## src/rtl/conv_frame_sched_if.sv

```systemverilog
// Output pixel stream bundle for conv_frame_sched.
// Master drives pixel and coordinates, slave returns pix_ready.
interface conv_frame_sched_if #(
    parameter int XW = 6,
    parameter int YW = 6
);
    logic          pix_valid;
    logic          pix_ready;
    logic [7:0]    pix_data;
    logic [XW-1:0] pix_x;
    logic [YW-1:0] pix_y;

    modport master (
        output pix_valid, pix_data, pix_x, pix_y,
        input  pix_ready
    );

    modport slave (
        input  pix_valid, pix_data, pix_x, pix_y,
        output pix_ready
    );
endinterface

```

## src/rtl/conv_frame_sched.sv

```systemverilog
// Frame scheduler: walks a convolution window over an image, one pixel at a time.
// Optional SCHED_STALL_CNT_EN adds a saturating output-stall counter port.
module conv_frame_sched #(
    parameter int IMG_W      = 64,
    parameter int IMG_H      = 64,
    parameter int MAX_KERNEL = 3
) (
    input  logic                          clk,
    input  logic                          n_rst,
    input  logic                          frame_start,
    input  logic [$clog2(IMG_W)-1:0]      cfg_last_x,
    input  logic [$clog2(IMG_H)-1:0]      cfg_last_y,
    input  logic [$clog2(MAX_KERNEL)-1:0] cfg_ksize,
    output logic                          win_req,
    input  logic                          win_ready,
    output logic [$clog2(IMG_W)-1:0]      win_x,
    output logic [$clog2(IMG_H)-1:0]      win_y,
    output logic                          ck_start,
    input  logic                          ck_done,
    input  logic [7:0]                    ck_pixel,
    output logic                          ck_clear,
    input  logic                          ck_clear_flag,
    output logic [$clog2(MAX_KERNEL)-1:0] ck_ksize,
    conv_frame_sched_if.master            pix,
    output logic                          busy,
    output logic                          frame_done
`ifdef SCHED_STALL_CNT_EN
    ,
    output logic [15:0]                   stall_cnt
`endif
);

    typedef enum logic [2:0] {
        S_IDLE,
        S_LOAD,
        S_START,
        S_WAIT,
        S_OUT,
        S_CLEAR,
        S_NEXT
    } state_t;

    state_t                   state;
    logic [$clog2(IMG_W)-1:0] x;
    logic [$clog2(IMG_H)-1:0] y;
    logic [$clog2(IMG_W)-1:0] last_x;
    logic [$clog2(IMG_H)-1:0] last_y;

    // Current window position doubles as the coordinate of the pixel in flight.
    assign win_x     = x;
    assign win_y     = y;
    assign pix.pix_x = x;
    assign pix.pix_y = y;

    // Frame walk FSM; every control output is a register set on state entry.
    always_ff @(posedge clk or negedge n_rst) begin
        if (!n_rst) begin
            state         <= S_IDLE;
            x             <= '0;
            y             <= '0;
            last_x        <= '0;
            last_y        <= '0;
            ck_ksize      <= '0;
            win_req       <= 1'b0;
            ck_start      <= 1'b0;
            ck_clear      <= 1'b0;
            pix.pix_valid <= 1'b0;
            pix.pix_data  <= '0;
            busy          <= 1'b0;
            frame_done    <= 1'b0;
        end else begin
            frame_done <= 1'b0;
            unique case (state)
                S_IDLE: begin
                    if (frame_start) begin
                        last_x   <= cfg_last_x;
                        last_y   <= cfg_last_y;
                        ck_ksize <= cfg_ksize;
                        x        <= '0;
                        y        <= '0;
                        busy     <= 1'b1;
                        win_req  <= 1'b1;
                        state    <= S_LOAD;
                    end
                end
                S_LOAD: begin
                    if (win_ready) begin
                        win_req  <= 1'b0;
                        ck_start <= 1'b1;
                        state    <= S_START;
                    end
                end
                S_START: begin
                    ck_start <= 1'b0;
                    state    <= S_WAIT;
                end
                S_WAIT: begin
                    if (ck_done) begin
                        pix.pix_data  <= ck_pixel;
                        pix.pix_valid <= 1'b1;
                        state         <= S_OUT;
                    end
                end
                S_OUT: begin
                    if (pix.pix_ready) begin
                        pix.pix_valid <= 1'b0;
                        ck_clear      <= 1'b1;
                        state         <= S_CLEAR;
                    end
                end
                S_CLEAR: begin
                    if (ck_clear_flag) begin
                        ck_clear <= 1'b0;
                        state    <= S_NEXT;
                    end
                end
                S_NEXT: begin
                    if (x < last_x) begin
                        x       <= x + 1'b1;
                        win_req <= 1'b1;
                        state   <= S_LOAD;
                    end else if (y < last_y) begin
                        x       <= '0;
                        y       <= y + 1'b1;
                        win_req <= 1'b1;
                        state   <= S_LOAD;
                    end else begin
                        x          <= '0;
                        y          <= '0;
                        busy       <= 1'b0;
                        frame_done <= 1'b1;
                        state      <= S_IDLE;
                    end
                end
                default: state <= S_IDLE;
            endcase
        end
    end

`ifdef SCHED_STALL_CNT_EN
    // Saturating count of cycles the output sink holds back a valid pixel.
    always_ff @(posedge clk or negedge n_rst) begin
        if (!n_rst) begin
            stall_cnt <= '0;
        end else if (state == S_IDLE && frame_start) begin
            stall_cnt <= '0;
        end else if (pix.pix_valid && !pix.pix_ready &&
                     stall_cnt != 16'hFFFF) begin
            stall_cnt <= stall_cnt + 16'd1;
        end
    end
`endif

endmodule

```

## src/flat_wrapper.sv

```systemverilog
// flat-port wrapper written by rule: the top's interface ports become plain ports
module conv_frame_sched_flat 
#(
    parameter int IMG_W      = 64,
    parameter int IMG_H      = 64,
    parameter int MAX_KERNEL = 3
)
  (clk, n_rst, frame_start, cfg_last_x, cfg_last_y, cfg_ksize, win_req, win_ready, win_x, win_y, ck_start, ck_done, ck_pixel, ck_clear, ck_clear_flag, ck_ksize, busy, frame_done, pix_pix_valid, pix_pix_data, pix_pix_x, pix_pix_y, pix_pix_ready);
  conv_frame_sched_if #(.XW(6), .YW(6)) pix_i ();
  input  logic clk;
  input  logic n_rst;
  input  logic frame_start;
  input  logic [$clog2(IMG_W)-1:0] cfg_last_x;
  input  logic [$clog2(IMG_H)-1:0] cfg_last_y;
  input  logic [$clog2(MAX_KERNEL)-1:0] cfg_ksize;
  output logic win_req;
  input  logic win_ready;
  output logic [$clog2(IMG_W)-1:0] win_x;
  output logic [$clog2(IMG_H)-1:0] win_y;
  output logic ck_start;
  input  logic ck_done;
  input  logic [7:0] ck_pixel;
  output logic ck_clear;
  input  logic ck_clear_flag;
  output logic [$clog2(MAX_KERNEL)-1:0] ck_ksize;
  output logic busy;
  output logic frame_done;
  output wire logic [$bits(pix_i.pix_valid)-1:0] pix_pix_valid;
  output wire logic [$bits(pix_i.pix_data)-1:0] pix_pix_data;
  output wire logic [$bits(pix_i.pix_x)-1:0] pix_pix_x;
  output wire logic [$bits(pix_i.pix_y)-1:0] pix_pix_y;
  input wire logic [$bits(pix_i.pix_ready)-1:0] pix_pix_ready;
  assign pix_pix_valid = pix_i.pix_valid;
  assign pix_pix_data = pix_i.pix_data;
  assign pix_pix_x = pix_i.pix_x;
  assign pix_pix_y = pix_i.pix_y;
  assign pix_i.pix_ready = pix_pix_ready;
  conv_frame_sched #(.IMG_W(IMG_W), .IMG_H(IMG_H), .MAX_KERNEL(MAX_KERNEL)) u_core (.clk(clk), .n_rst(n_rst), .frame_start(frame_start), .cfg_last_x(cfg_last_x), .cfg_last_y(cfg_last_y), .cfg_ksize(cfg_ksize), .win_req(win_req), .win_ready(win_ready), .win_x(win_x), .win_y(win_y), .ck_start(ck_start), .ck_done(ck_done), .ck_pixel(ck_pixel), .ck_clear(ck_clear), .ck_clear_flag(ck_clear_flag), .ck_ksize(ck_ksize), .pix(pix_i), .busy(busy), .frame_done(frame_done));
endmodule
```

## config.mk

```make
export PLATFORM = sky130hd
export DESIGN_NAME = conv_frame_sched_flat
export DESIGN_NICKNAME = d
export VERILOG_FILES = /design/src/rtl/conv_frame_sched_if.sv /design/src/rtl/conv_frame_sched.sv /design/src/flat_wrapper.sv
export SDC_FILE = /design/constraint.sdc
export NUM_CORES = 1
export LEC_CHECK = 0
export CORE_ASPECT_RATIO = 0.8
export CORE_UTILIZATION = 38
export CTS_CLUSTER_SIZE = 12
export DETAILED_ROUTE_END_ITERATION = 10
export PLACE_DENSITY = 0.73
export SYNTH_ARGS = -nofsm -noshare
export SYNTH_HDL_FRONTEND = slang
export SYNTH_SLANG_ARGS = --single-unit
```

## constraint.sdc

```tcl
create_clock -name clk -period 2.4 [get_ports clk]
set_clock_uncertainty 0.1 [all_clocks]
set_input_delay 0.48 -clock clk [delete_from_list [all_inputs] [get_ports clk]]
set_output_delay 0.48 -clock clk [all_outputs]
set_load 0.005 [all_outputs]
```

**After elaboration in Yosys (flattened, before gate mapping)**

Cells that the tools add are included.

- $add $sub $neg: 2
- Magnitude comparators: 2
- Eq/ne operators: 14
- Multiplexer cells: 33
- Reductions and logical operators: 16

Operators by type and width:

| cell | number |
|---|---|
| 6-bit two-way mux | 4 |
| 6-bit case mux with 2 select lines | 2 |
| 3-bit case mux with 7 select lines | 1 |
| 3-bit two-way mux | 6 |
| 1-bit two-way mux | 15 |
| 2-bit inequality test, second input constant | 7 |
| 6-bit by 1-bit adder with 6-bit output, second input constant | 2 |
| 6-bit < comparator | 2 |
| 3-bit equality test, second input constant | 3 |
| 3-bit AND reduction | 3 |
| 1-bit case mux with 2 select lines | 4 |
| 2-bit AND reduction | 4 |
| 4-bit AND reduction | 2 |
| 2-bit nonzero test | 4 |
| 3-bit by 2-bit equality test with 1-bit output, second input constant | 2 |
| 5-bit AND reduction | 1 |
| 3-bit by 1-bit equality test with 1-bit output, second input constant | 1 |
| 3-bit zero test | 1 |
| 3-bit by 1-bit inequality test with 1-bit output, second input constant | 1 |
| 1-bit case mux with 3 select lines | 1 |
| 3-bit nonzero test | 1 |

- Register bits after elaboration: 43
- Input port bits: 29
- Logic and storage cells: 80

**Logic depth before layout (Yosys ltp)**

- Word-level depth: 4
- Gate-level depth with buffers: 7

**Least setup slack after synthesis**

OpenSTA, ideal clock, no wires.

- Kind: register to register
- From: register u_core.x[3], in the netlist u_core.pix.pix_x[3]
- To: register u_core.y[0], in the netlist u_core.pix.pix_y[0]
- Arrival: 1759 ps
- Setup slack: 417 ps
- Stages on the path, launching flop included: 7
- Clock period less this slack: 1983 ps
- Cell sequence: dfrtp_1 ha_1 a211oi_1 o21ai_2 a21oi_2 nor3b_4 mux2_2

- Word-level cells in the longest chain between the ends: 3

Ends and longest elaborated chain:

| element | RTL line | text |
|---|---|---|
| start: declaration | conv_frame_sched.sv:44 | `logic [$clog2(IMG_W)-1:0] x;` |
| start signal: assignment | conv_frame_sched.sv:119 | `x <= x + 1'b1;` |
| 6-bit < comparator | conv_frame_sched.sv:118 | `if (x < last_x) begin` |
| 2-bit inequality test (no source line) | -- |  |
| 3-bit AND reduction (no source line) | -- |  |
| end signal: assignment | conv_frame_sched.sv:124 | `y <= y + 1'b1;` |
| end: declaration | conv_frame_sched.sv:45 | `logic [$clog2(IMG_H)-1:0] y;` |

Every way passes these cells.
A chain may end at the register's enable or synchronous reset.

**Final worst setup path**

- From: register u_core.x[4], in the netlist u_core.pix.pix_x[4]
- To: register u_core.y[0], in the netlist u_core.pix.pix_y[0]

The elaborated chain is that of the path after synthesis.

==> impl_metrics.py <==
metrics = {
    "layout": {
        "diodes": 0,
        "area_growth_pct": 35.5,
        "multi_input_area_um2": 1030,
        "final_cell_mix": "clkdlybuf4s50_1, dfrtp_1, nand2_1, o21ai_0, inv_1",
        "layout.area.seq_um2": 1080,
        "fillCellCount": 530,
        "drive_gt1_share_pct": 12.0,
        "nNetsFinal": 333,
        "final_common_cell": "clkdlybuf4s50_1",
        "final_cell_area_um2": 3110,
    },
    "pwr": {
        "p_leak_nw": 1.36,
        "peakVddDrop_mv": 0.485,
        "p_per_area_nw_per_um2": 1000,
        "total_power_mw": 3.11,
    },
    "die": {
        "ios": 69,
        "fp.dieW_um": 88.9,
        "num_rows": 24,
        "initial_utilization_pct": 40.6,
        "dieArea_um2": 6360,
        "fp.dieH_um": 71.5,
        "core_um2": 5650,
    },
    "logic_synthesis": {
        "syn_area_um2": 2290,
        "ys.flop_type": "dfrtp_1",
        "postSynthAreaPerCell_um2": 10.1,
        "netlist_instances": 227,
        "ys_seq_area_share_pct": 46.9,
        "synth_edf_count": 0,
        "synthArstFlopShare_pct": 100,
        "ys_types": 45,
        "synthesis.nets": 268,
        "ys_warn_count": 0,
        "synth_seq_cells": 43,
    },
    "routing": {
        "wirelength_mm": 5.19,
        "viasPerCell": 5.01,
        "firstDrtPassIters": 4,
        "wire_per_inst_um": 14.0,
        "first_iter_violations": 112,
        "drcViolationCount": 0,
        "ant_nets": 0,
        "num_vias": 1854,
    },
    "clock_network": {
        "tritoncts": "yes",
        "cts.sinks": 43,
        "postCtsSetupBuffers": 0,
        "cts_buffers": 5,
        "cts_max_level": 2,
        "clockBufferDepth": 2,
        "root_buffer": "clkbuf_8",
        "clkSlewWorstSetupHoldPaths_ns": 0.08,
        "insertion_delay_ns": 0.28,
    },
    "placed_design": {
        "placed_cell_area_um2": 3000,
        "dp_hpwl_mm": 3.81,
        "gp_congestion": 0.794,
        "io_buffers": 68,
    },
    "global_route": {
        "grt_pass1_vias": 1818,
        "grt_max_degree": 44,
        "grt_pass1_wl_mm": 8.60,
        "grtUsageTotal_pct": 17.7,
        "grt-ovfl-total": 0,
        "antenna_found_initial": 0,
    },
    "run": {
        "maxCapViolCount": 0,
    },
    "timing": {
        "relSlewSlack_pct": 57.3,
        "timing.fmax_mhz": 439,
        "period_minus_slack_ns": 2.28,
        "slew_violations": 0,
        "finalSetupTns_ns": 0,
        "timing.hold.ws_ns": 0.150,
        "rsz0062_at_grt": "no",
        "hold_viol": 0,
        "fin_crit_sh_pct": 94.8,
        "worstMarginPinSlew_ns": 0.640,
        "setup_viol": 0,
    },
    "hold_path": {
        "worstHoldPathType": "in2async",
    },
    "worst_setup_path": {
        "cp.arrival_ns": 2.35,
        "end_kind": "flop",
        "cp.required_ns": 2.47,
        "startpoint_type": "flop",
        "critPathKind": "reg2reg",
        "crit_fanout": 8,
    },
    "run_status": {
        "status": "finished, final reports clean",
    },
}
what timing repair did:
action                     CTS  global route
resized for setup            0             1
hold buffers                 0             0
setup endpoints to repair    0             1
routing by layer:
metal	up-vias	global-route usage, %	wire length (um)
met4	0	6.63	60
met1	880	24.6	2530
met3	4	4.15	278
li1	916	-	-
met2	54	27.0	2320
met5	-	0	0
where the power goes:
part | internal, mW | switching (mW)
clock | 0.305 | 0.229
combinational | 0.737 | 0.675
sequential | 0.983 | 0.184
total | 2.02 | 1.09
metrics by stage:
step / setup WS (ns) / cells / utilization [%]
after detailed placement: 0.0284 / 363 / 53.2
final: 0.124 / 370 / 55.1
after global placement: 0.0571 / 363 / 53.2
after floorplan: 0.417 / 227 / -
after CTS: 0.0879 / 370 / 55.0
after global routing: 0.0585 / 370 / 55.1
sequential cells by signal, indices dropped and copies added (netlist names):
signal                flops
u_core.pix.pix_valid      1
u_core.ck_ksize           2
u_core.pix.pix_x          6
u_core.win_req            1
u_core.pix.pix_data       8
u_core.state              3
u_core.last_x             6
u_core.ck_clear           1
u_core.ck_start           1
u_core.frame_done         1
u_core.pix.pix_y          6
u_core.last_y             6
u_core.busy               1
cells in the mapped netlist, types with 2 or more instances:
cell / number / area share (%)
dfrtp_1: 43 / 47
a211o_1: 5 / 1.9
nor2b_1: 2 / 0.55
ha_1: 12 / 6.5
buf_2: 2 / 0.44
nor3_1: 2 / 0.44
o31ai_1: 2 / 0.65
nand4_1: 2 / 0.55
a21oi_1: 7 / 1.5
mux2_2: 9 / 4.4
a31oi_1: 2 / 0.55
a22o_1: 5 / 1.9
clkbuf_1: 3 / 0.49
mux2i_1: 2 / 0.87
o21ai_0: 24 / 5.2
inv_1: 15 / 2.5
buf_4: 12 / 3.9
nand3_1: 7 / 1.5
buf_6: 2 / 0.98
nand2_1: 34 / 5.6
and3_1: 3 / 0.82
nor2_1: 9 / 1.5
cell families (layout without fill, tap and decap cells):
kind of cell,Yosys count,after routing,share of synthesized area (%)
multiplexers,11,11,5.29
XOR/XNOR,1,1,0.382
flip-flops,43,43,46.9
buffers and inverters,34,99,8.29
AND/OR/NAND/NOR,70,70,16.1
adder cells (fa/ha/maj),12,12,6.54
AO/OA/AOI/OAI,56,56,16.5
final timing paths:
kind	start	end	slack (ns)	cells past startpoint
worst max-delay path	u_core.pix.pix_x[4]	u_core.pix.pix_y[0]	0.12	6
worst min-delay path	n_rst	u_core.last_y[2]	0.15	2
worst max register to register	u_core.pix.pix_x[4]	u_core.pix.pix_y[0]	0.12	6
worst min register to register	u_core.ck_ksize[1]	u_core.ck_ksize[1]	0.38	2
max in group asynchronous	n_rst	u_core.state[2]	1.66	2
min in group clk	u_core.ck_ksize[1]	u_core.ck_ksize[1]	0.38	2
critical path, stage by stage, from the launching register on:
cell and delay (ns):
dfrtp_1 0.46, ha_1 0.34, o21ai_0 0.41, o21ai_2 0.09, a21oi_2 0.36, nor3b_4 0.10, mux2_2 0.30
final cells by class:
cell class	count	area share [%]
tap	78	3.14
sequential	43	34.6
multi-input combinational	150	33.2
clock inverter	1	0.966
timing repair buffer	77	23.9
inverter	15	1.81
clock buffer	6	2.33
No activity file was read; power rests on OpenSTA's default activity.
